<file path="config.mk">
export PLATFORM = sky130hd
export DESIGN_NAME = afe_spi_config_sequencer_flat
export DESIGN_NICKNAME = d
export VERILOG_FILES = /design/src/rtl/afe_spi_config_sequencer_pkg.sv /design/src/rtl/afe_spi_config_sequencer_if.sv /design/src/rtl/afe_spi_tx.sv /design/src/rtl/afe_spi_config_sequencer.sv /design/src/flat_wrapper.sv
export SDC_FILE = /design/constraint.sdc
export NUM_CORES = 1
export LEC_CHECK = 0
export CAP_MARGIN = 5
export CORE_MARGIN = 8
export CORE_UTILIZATION = 35
export CTS_CLUSTER_DIAMETER = 150
export CTS_CLUSTER_SIZE = 30
export DETAILED_ROUTE_END_ITERATION = 6
export PLACE_DENSITY = 0.65
export SYNTH_ARGS = -nofsm -noshare
export SYNTH_HDL_FRONTEND = slang
export SYNTH_SLANG_ARGS = --single-unit
export TNS_END_PERCENT = 100
</file>
<file path="constraint.sdc">
create_clock -name clk -period 2.95 [get_ports clk]
set_input_delay 0.4425 -clock clk [delete_from_list [all_inputs] [get_ports clk]]
set_output_delay 0.4425 -clock clk [all_outputs]
set_load 0.02 [all_outputs]
</file>
<file path="src/rtl/afe_spi_config_sequencer_pkg.sv">
// rtl/afe_spi_config_sequencer_pkg.sv - shared opcodes, field positions, state type and defaults
// Package afe_cfg_pkg: imported by the interface, the SPI transmitter and the sequencer top.
package afe_cfg_pkg;

    localparam logic [3:0] OP_STOP     = 4'h0;
    localparam logic [3:0] OP_SEND     = 4'h1;

    localparam int         ROM_W       = 24;
    localparam int         OP_MSB      = 23;
    localparam int         OP_LSB      = 20;
    localparam int         PAYLOAD_W   = 20;

    localparam int         DEF_CLK_DIV = 4;
    localparam int         DEF_CS_GAP  = 8;

    typedef enum logic [2:0] {
        ST_IDLE,
        ST_FETCH,
        ST_DECODE,
        ST_SHIFT,
        ST_HOLD,
        ST_GAP,
        ST_DONE
    } seq_state_t;

endpackage

</file>
<file path="src/rtl/afe_spi_config_sequencer_if.sv">
// rtl/afe_spi_config_sequencer_if.sv - command ROM and AFE SPI pin bundle
// Signals: rom_address (to ROM), rom_command (from ROM, registered-address ROM),
//          spi_sclk / spi_cs_n / spi_mosi (to AFE, write-only 3-wire link).
// master: the sequencer; slave: the ROM plus AFE side.
interface afe_spi_config_sequencer_if
    import afe_cfg_pkg::*;
#(
    parameter int ADDR_W = 8
);
    logic [ADDR_W-1:0] rom_address;
    logic [ROM_W-1:0]  rom_command;
    logic              spi_sclk;
    logic              spi_cs_n;
    logic              spi_mosi;

    modport master (
        output rom_address,
        output spi_sclk,
        output spi_cs_n,
        output spi_mosi,
        input  rom_command
    );

    modport slave (
        input  rom_address,
        input  spi_sclk,
        input  spi_cs_n,
        input  spi_mosi,
        output rom_command
    );
endinterface

</file>
<file path="src/rtl/afe_spi_tx.sv">
// rtl/afe_spi_tx.sv - CMD_BITS-wide MSB-first SPI write frame with SCLK divider
// Ports: clk, reset_n (async, active-low); load + data start a frame;
//        busy high while bits are still being clocked out; finished pulses on the
//        cycle whose clock edge releases cs_n; sclk / cs_n / mosi are the pins.
// Frame: cs_n falls on the load edge, CMD_BITS sclk periods of 2*CLK_DIV, then
//        CLK_DIV cycles of hold with sclk low before cs_n rises.
module afe_spi_tx #(
    parameter int CLK_DIV  = 4,
    parameter int CMD_BITS = 20
) (
    input  logic                clk,
    input  logic                reset_n,
    input  logic                load,
    input  logic [CMD_BITS-1:0] data,
    output logic                busy,
    output logic                finished,
    output logic                sclk,
    output logic                cs_n,
    output logic                mosi
);
    localparam logic [7:0] DIV_RELOAD = 8'(CLK_DIV - 1);
    localparam logic [4:0] LAST_BIT   = 5'(CMD_BITS - 1);

    // Holds only the bits still to be sent; the bit on mosi is already out.
    logic [CMD_BITS-2:0] shreg;
    logic [7:0]          div_cnt;
    logic [4:0]          bit_cnt;
    logic                shifting;
    logic                holding;
    logic                tick;

    assign tick     = (div_cnt == 8'd0);
    assign busy     = shifting;
    assign finished = holding && tick;

    always_ff @(posedge clk or negedge reset_n) begin
        if (!reset_n) begin
            shreg    <= '0;
            div_cnt  <= '0;
            bit_cnt  <= '0;
            shifting <= 1'b0;
            holding  <= 1'b0;
            sclk     <= 1'b0;
            cs_n     <= 1'b1;
            mosi     <= 1'b0;
        end else if (load) begin
            shreg    <= data[CMD_BITS-2:0];
            mosi     <= data[CMD_BITS-1];
            div_cnt  <= DIV_RELOAD;
            bit_cnt  <= '0;
            shifting <= 1'b1;
            holding  <= 1'b0;
            sclk     <= 1'b0;
            cs_n     <= 1'b0;
        end else if (shifting) begin
            if (tick) begin
                div_cnt <= DIV_RELOAD;
                if (!sclk) begin
                    sclk <= 1'b1;
                end else begin
                    sclk    <= 1'b0;
                    bit_cnt <= bit_cnt + 5'd1;
                    if (bit_cnt == LAST_BIT) begin
                        // Last falling edge: mosi keeps the final bit through hold.
                        shifting <= 1'b0;
                        holding  <= 1'b1;
                    end else begin
                        mosi  <= shreg[CMD_BITS-2];
                        shreg <= {shreg[CMD_BITS-3:0], 1'b0};
                    end
                end
            end else begin
                div_cnt <= div_cnt - 8'd1;
            end
        end else if (holding) begin
            if (tick) begin
                cs_n    <= 1'b1;
                mosi    <= 1'b0;
                holding <= 1'b0;
            end else begin
                div_cnt <= div_cnt - 8'd1;
            end
        end
    end
endmodule

</file>
<file path="src/rtl/afe_spi_config_sequencer.sv">
// rtl/afe_spi_config_sequencer.sv - walks the AFE command ROM and sends each command over SPI
// Ports: clk, reset_n (async, active-low), start (one-cycle pulse), bus (master:
//        ROM address/command and SPI pins), busy, done (sticky), error (sticky).
// ROM words are {opcode[3:0], payload[19:0]}; OP_SEND sends one frame, OP_STOP
// ends cleanly, any other opcode or running off the last address ends with error.
module afe_spi_config_sequencer
    import afe_cfg_pkg::*;
#(
    parameter int CLK_DIV  = DEF_CLK_DIV,
    parameter int CS_GAP   = DEF_CS_GAP,
    parameter int ADDR_W   = 8,
    parameter int CMD_BITS = PAYLOAD_W
) (
    input  logic                       clk,
    input  logic                       reset_n,
    input  logic                       start,
    afe_spi_config_sequencer_if.master bus,
    output logic                       busy,
    output logic                       done,
    output logic                       error
);
    localparam logic [7:0] GAP_RELOAD = 8'(CS_GAP - 1);

    seq_state_t        state;
    logic [ADDR_W-1:0] rom_address;
    logic [7:0]        gap_cnt;
    logic [3:0]        opcode;
    logic              tx_load;
    logic              tx_busy;
    logic              tx_finished;
    logic              tx_sclk;
    logic              tx_cs_n;
    logic              tx_mosi;

    assign opcode  = bus.rom_command[OP_MSB:OP_LSB];
    // Loading on the DECODE edge makes cs_n fall together with the SHIFT state.
    assign tx_load = (state == ST_DECODE) && (opcode == OP_SEND);

    assign bus.rom_address = rom_address;
    assign bus.spi_sclk    = tx_sclk;
    assign bus.spi_cs_n    = tx_cs_n;
    assign bus.spi_mosi    = tx_mosi;

    afe_spi_tx #(
        .CLK_DIV  (CLK_DIV),
        .CMD_BITS (CMD_BITS)
    ) u_tx (
        .clk      (clk),
        .reset_n  (reset_n),
        .load     (tx_load),
        .data     (bus.rom_command[CMD_BITS-1:0]),
        .busy     (tx_busy),
        .finished (tx_finished),
        .sclk     (tx_sclk),
        .cs_n     (tx_cs_n),
        .mosi     (tx_mosi)
    );

    always_ff @(posedge clk or negedge reset_n) begin
        if (!reset_n) begin
            state       <= ST_IDLE;
            rom_address <= '0;
            gap_cnt     <= '0;
            busy        <= 1'b0;
            done        <= 1'b0;
            error       <= 1'b0;
        end else begin
            case (state)
                ST_IDLE, ST_DONE: begin
                    if (start) begin
                        rom_address <= '0;
                        busy        <= 1'b1;
                        done        <= 1'b0;
                        error       <= 1'b0;
                        state       <= ST_FETCH;
                    end
                end
                // The ROM registers its address, so the word for the new
                // address is only visible one cycle later.
                ST_FETCH: state <= ST_DECODE;
                ST_DECODE: begin
                    case (opcode)
                        OP_SEND: state <= ST_SHIFT;
                        OP_STOP: begin
                            busy  <= 1'b0;
                            done  <= 1'b1;
                            error <= 1'b0;
                            state <= ST_DONE;
                        end
                        default: begin
                            busy  <= 1'b0;
                            done  <= 1'b1;
                            error <= 1'b1;
                            state <= ST_DONE;
                        end
                    endcase
                end
                // With CLK_DIV=1 the hold phase lasts a single cycle, so the
                // release can arrive while still in SHIFT; check it first.
                ST_SHIFT: begin
                    if (tx_finished) begin
                        gap_cnt <= GAP_RELOAD;
                        state   <= ST_GAP;
                    end else if (!tx_busy) begin
                        state <= ST_HOLD;
                    end
                end
                ST_HOLD: begin
                    if (tx_finished) begin
                        gap_cnt <= GAP_RELOAD;
                        state   <= ST_GAP;
                    end
                end
                ST_GAP: begin
                    if (gap_cnt == 8'd0) begin
                        if (&rom_address) begin
                            // Ran off the end of the ROM without a stop word.
                            busy  <= 1'b0;
                            done  <= 1'b1;
                            error <= 1'b1;
                            state <= ST_DONE;
                        end else begin
                            rom_address <= rom_address + 1'b1;
                            state       <= ST_FETCH;
                        end
                    end else begin
                        gap_cnt <= gap_cnt - 8'd1;
                    end
                end
                default: state <= ST_IDLE;
            endcase
        end
    end
endmodule
</file>
<file path="src/flat_wrapper.sv">
// flat-port wrapper written by rule: the top's interface ports become plain ports
module afe_spi_config_sequencer_flat import afe_cfg_pkg::*;
#(
    parameter int CLK_DIV  = DEF_CLK_DIV,
    parameter int CS_GAP   = DEF_CS_GAP,
    parameter int ADDR_W   = 8,
    parameter int CMD_BITS = PAYLOAD_W
)
  (clk, reset_n, start, busy, done, error, bus_rom_address, bus_spi_sclk, bus_spi_cs_n, bus_spi_mosi, bus_rom_command);
  afe_spi_config_sequencer_if #(.ADDR_W(ADDR_W)) bus_i ();
  input  logic clk;
  input  logic reset_n;
  input  logic start;
  output logic busy;
  output logic done;
  output logic error;
  output wire logic [$bits(bus_i.rom_address)-1:0] bus_rom_address;
  output wire logic [$bits(bus_i.spi_sclk)-1:0] bus_spi_sclk;
  output wire logic [$bits(bus_i.spi_cs_n)-1:0] bus_spi_cs_n;
  output wire logic [$bits(bus_i.spi_mosi)-1:0] bus_spi_mosi;
  input wire logic [$bits(bus_i.rom_command)-1:0] bus_rom_command;
  assign bus_rom_address = bus_i.rom_address;
  assign bus_spi_sclk = bus_i.spi_sclk;
  assign bus_spi_cs_n = bus_i.spi_cs_n;
  assign bus_spi_mosi = bus_i.spi_mosi;
  assign bus_i.rom_command = bus_rom_command;
  afe_spi_config_sequencer #(.CLK_DIV(CLK_DIV), .CS_GAP(CS_GAP), .ADDR_W(ADDR_W), .CMD_BITS(CMD_BITS)) u_core (.clk(clk), .reset_n(reset_n), .start(start), .bus(bus_i), .busy(busy), .done(done), .error(error));
endmodule
</file>
# Yosys cells after proc, flatten, opt, wreduce, memory -nomap -nowiden
# Cells that the tools add are included.
# word_totals
reg_bits,59
out_inout_bits,14
wordCells,138
# op_classes
addsub,4
eq_ne,24
mux,68
reduce_logical,28
# op_table
operator,n
$mux 19,5
$mux 8,10
$mux 1,35
$pmux 8 s2,2
$mux 3,7
$mux 5,4
$pmux 3 s6,1
$logic_not 8->1,2
$reduce_and 4->1,4
$sub 8x1->8 const B,2
$ne 2x1->1 const B,6
$ne 3x2->1 const B,4
$reduce_and 3->1,4
$reduce_bool 2->1,6
$eq 3x3->1 const B,3
$pmux 1 s3,3
$add 8x1->8 const B,1
$ne 2x2->1 const B,4
$reduce_and 8->1,1
$eq 3x2->1 const B,2
$ne 3x1->1 const B,2
$reduce_bool 3->1,2
$add 5x1->5 const B,1
$eq 5x5->1 const B,1
other kinds (9),12

# Depth between registers and ports, before layout
# depth
depth_word,6
mapped_depth,8
depth_no_buf,7

# Hierarchy
# A second synthesis with hierarchy kept.
# hier_totals
cells_unflattened,344
hier_area_um2,3271.9
# modules_own_cells
mod,instances,cells_each,area_each_um2,seq_area_each_um2
afe_spi_tx,1,188,1886.8,927.1
afe_spi_config_sequencer,1,156,1385.1,550.5

# Worst setup path before layout
# No wires, ideal clock.
# synth_path
kind,input to register
start,input port bus_rom_command[21]
end,register u_core.u_tx.mosi
setup_time_ps,125
arrival_time_ps,2089
t_required_ps,2825
setup_slack_ps,736
cell_stages,4
cell_sequence,or4b_1 > nor3_2 > buf_2 > mux2_2
# synth_between
elab_chain_cells,4
# synth_lines
item,line,rtl
from (decl),flat_wrapper.sv:21,input wire logic [$bits(bus_i.rom_command)-1:0] bus_rom_command;
$eq 4x1->1 (*),afe_spi_config_sequencer.sv:37,assign tx_load = (state == ST_DECODE) && (opcode == OP_SEND);
$logic_and 1x1->1 (*),afe_spi_config_sequencer.sv:37,
$ne 3x2->1 (no line) (tied with other cells),--,
$reduce_and 4->1 (no line),--,
to (signal assigned),afe_spi_tx.sv:48,mosi <= data[CMD_BITS-1];
to (signal assigned),afe_spi_tx.sv:68,mosi <= shreg[CMD_BITS-2];
to (decl),afe_spi_tx.sv:19,output logic mosi
# Mark *: on every way between the ends. The rest lies on a longest branch, timed or not.
# A chain may end at the register's enable or synchronous reset.

# Worst setup path after layout
# layout_path
start,register u_core.u_tx.div_cnt[3]
end,register u_core.u_tx.bit_cnt[4]
# layout_between
elab_chain_cells,3
# layout_lines
item,line,rtl
from (decl),afe_spi_tx.sv:26,logic [7:0] div_cnt;
from (signal assigned),afe_spi_tx.sv:73,div_cnt <= div_cnt - 8'd1;
from (signal assigned),afe_spi_tx.sv:81,div_cnt <= div_cnt - 8'd1;
$logic_not 8->1,afe_spi_tx.sv:32,assign tick = (div_cnt == 8'd0);
$reduce_bool 2->1 (no line),--,
$reduce_and 3->1 (no line),--,
to (signal assigned),afe_spi_tx.sv:62,bit_cnt <= bit_cnt + 5'd1;
to (decl),afe_spi_tx.sv:27,logic [4:0] bit_cnt;
# Every way passes these cells.

==> flow_metrics.tcl <==
set metrics [dict create \
    post_drt_wl_per_cell_um 14.3 \
    layout-drive-gt1-share_pct 10.1 \
    grt_setup_unrepaired "no" \
    tritoncts_clock_tree "yes" \
    maxCapViolations 0 \
    layout_worst_path_cycle_share_pct 79.0 \
    clkPwrFrac_pct 22.5 \
    post-cts-setup-buffers 0 \
    postSynthRegisterBits 59 \
    mappedNetlistNets 358 \
    path_cells "or4_4, nor4b_4, nand4_1, or3_1, a21oi_1" \
    p_sw_share_pct 38.1 \
    netlist_area_um2 3170 \
    routed_vias_inst 5.29 \
    num_antenna_cells 0 \
    ys.flop_type "sky130_fd_sc_hd__dfrtp_1" \
    firstDrtPassIters 4 \
    route.antenna.remaining_nets 0 \
    die_width_um 111 \
    critical_path.slowest_cell "sky130_fd_sc_hd__or4_4" \
    syn-instance-count 325 \
    power_density_nw_per_um2 1000 \
    drt_first_iter_violations 109 \
    power.leakage_nw 1.63 \
    clk_latency_ns 0.34 \
    cts.sinks 59 \
    maxClockFrequency_mhz 429 \
    post_synth_most_frequent_cells "58 x sky130_fd_sc_hd__dfrtp_1, 47 x sky130_fd_sc_hd__nor2_1, 34 x sky130_fd_sc_hd__a21oi_1, 21 x sky130_fd_sc_hd__mux2i_1, 16 x sky130_fd_sc_hd__o21ai_0" \
    synth_area_per_cell_um2 9.75 \
    htree_num_levels 3 \
    compound_gate_portion_of_the_synthesized_area_pct 15.6 \
    cts.reportedPaths.clkPinSlew_ns 0.07 \
    die_area_um2 12400 \
    worstMarginPinSlew_ns 0.983 \
    setup-violations-final 0 \
    place.port_buffers 40 \
    path_type_of_the_worst_min_delay_path "in -> async" \
    yosys.area_share.xor_xnor_pct 3.32 \
    syn2layout_area_growth_pct 25.2 \
    regToRegSetupSlack_ns 0.62 \
    synth_top_area_share_pct 45.8 \
    slew-limit-headroom_pct 33.6 \
    routed_wirelength_um 6890 \
    globalRouteOverflowTotal 0 \
    tritoncts.num_buffers 9 \
    worstPathRequired_ns 3.22 \
    timing.final.crit_period_ns 2.33 \
    fill_cells 868 \
    simple_gate_share_of_the_synthesized_area_pct 21.6 \
    ctsLongestPathBuffers 2 \
    status "complete, no violations" \
    clock-skew-final_ns 0.00617 \
    path_max_fanout 8 \
    final_nets 403 \
    synth.area.mux_share_pct 7.35 \
    fp.dieH_um 111 \
    largest_family_of_logic_cells_by_synthesized_area "simple AND/OR/NAND/NOR gates" \
    power_switching_mw 1.52 \
    cell_with_the_most_instances_after_synthesis "sky130_fd_sc_hd__dfrtp_1" \
    path_class "reg -> reg" \
    vdd_ir_drop_max_mv 0.365 \
    share_comb_of_total_power_pct 39.3 \
    critical_path.max_stage_delay_ns 0.60 \
    detailedPlacementHpwl_um 4850 \
    placementRows 34 \
    grt_first_pass_wirelength_um 12100 \
    synth_async_sr_flop_share_pct 100 \
    slew_violations 0 \
    place_congestion 0.764 \
    critical_path_end_type "flop" \
    total_power_mw 3.98 \
    cts-resized-gates 0 \
    synth-adder-area-share_pct 2.37 \
    hold_buffers 0 \
    totalNegativeSetupSlack_ns 0 \
    critical_path_arrival_ns 2.60 \
    timing_hold_violations_final 0 \
    floorplan.core_area_um2 8760 \
    grt_start_max_net_pins 43 \
    synthDistinctLibCells 56 \
    post-route-drc-count 0 \
    initial_util_pct 36.2 \
    share_seq_of_total_power_pct 38.2 \
    synthDominantAreaCellType "sky130_fd_sc_hd__dfrtp_1" \
    detailroute.via_count 2553 \
    antenna_found_initial 0 \
    synth-edff-count 0 \
    grt_pass1_vias 2602 \
    cts_root_buffer "sky130_fd_sc_hd__clkbuf_8" \
    yosysWarningCount 0 \
    p_int_mw 2.47 \
    worst_setup_path_start_kind "flop" \
    ios 41 \
    synth_sequential_area_ratio_pct 46.6 \
    synth_area_leaders "sky130_fd_sc_hd__dfrtp_1 46%, sky130_fd_sc_hd__mux2i_1 6.6%, sky130_fd_sc_hd__nor2_1 5.6%" \
    global_route.usage.total_pct 11.7 \
]
-- routing by layer --
layer	up-vias	part of all wire [%]	global-route usage (%)
met2	59	44	17.6
met5	-	0	0
met1	1199	48	14.4
met3	8	6.4	4.92
li1	1287	-	-
met4	0	1.3	4.44
-- final cells by class --
type | instances | area, um^2 | share of cell area, %
flip-flops and latches | 59 | 1480 | 37.3
well taps | 108 | 135 | 3.41
repair buffers | 49 | 488 | 12.3
clock inverters | 7 | 116 | 2.93
multi-input cells | 244 | 1600 | 40.3
clock buffers | 9 | 124 | 3.12
inverters | 7 | 26.3 | 0.662
-- final timing paths --
kind	endpoint	depth (start not counted)	startpoint
setup / recovery	u_core.u_tx.bit_cnt[4]	5	u_core.u_tx.div_cnt[3]
min in group clk	u_core.busy	1	u_core.busy
hold / removal	u_core.u_tx.div_cnt[0]	1	reset_n
hold reg to reg	u_core.busy	1	u_core.busy
setup reg to reg	u_core.u_tx.bit_cnt[4]	5	u_core.u_tx.div_cnt[3]
max in group asynchronous	u_core.u_tx.shreg[6]	2	reset_n
-- state kept, by name, indices dropped and copies added (netlist names) --
| signal | cells |
|---|---|
| u_core.state | 3 |
| u_core.bus.rom_address | 8 |
| u_core.error | 1 |
| u_core.done | 1 |
| u_core.u_tx.div_cnt | 8 |
| u_core.u_tx.holding | 1 |
| u_core.u_tx.mosi | 1 |
| u_core.gap_cnt | 8 |
| u_core.u_tx.bit_cnt | 5 |
| u_core.u_tx.shreg | 19 |
| u_core.u_tx.sclk | 1 |
| u_core.u_tx.busy | 1 |
| u_core.u_tx.cs_n | 1 |
| u_core.busy | 1 |
-- cell families after synthesis --
family          count (synthesis)
compound gates                 80
simple gates                  123
xor+xnor                       12
flops                          59
buf+inv                        22
fa+ha+maj                       6
mux                            23
-- critical path: cells and delay by family (launching register included) --
kind / cells / cell delay (ns)
DFF: 1 / 0.43
AOI/OAI and AO/OA: 1 / 0.15
and+or+nand+nor: 4 / 1.68
-- cell usage in the layout (no fill, tap or decap), types with 8 or more instances in the layout --
master,count
sky130_fd_sc_hd__mux2i_1,21
sky130_fd_sc_hd__nand3_1,8
sky130_fd_sc_hd__clkbuf_8,9
sky130_fd_sc_hd__o21ai_0,16
sky130_fd_sc_hd__clkdlybuf4s50_1,39
sky130_fd_sc_hd__nand2_1,13
sky130_fd_sc_hd__xor2_1,9
sky130_fd_sc_hd__a21oi_1,34
sky130_fd_sc_hd__dfrtp_1,58
sky130_fd_sc_hd__nor3_1,8
sky130_fd_sc_hd__nor2_1,47
-- through the flow --
stage	util, %	setup slack, ns	hold slack [ns]	instance area [um^2]	std cells
2_1_floorplan	-	0.736	0.147	3170	325
3_3_place_gp	42.5	0.352	0.461	3730	467
3_5_place_dp	42.5	0.341	0.474	3730	467
4_1_cts	45.3	0.619	0.265	3970	483
5_1_grt	45.3	0.361	0.319	3970	483
6_report	45.3	0.618	0.242	3970	483
-- power by group through the flow --
stage	logic (mW)	clock network, mW	registers, mW
5_1_grt	1.78	0.960	1.58
2_1_floorplan	1.17	0	1.46
4_1_cts	1.58	0.929	1.52
3_3_place_gp	1.52	0	1.52
6_report	1.56	0.897	1.52
3_5_place_dp	1.58	0	1.53
(Power assumes the default switching activity.)
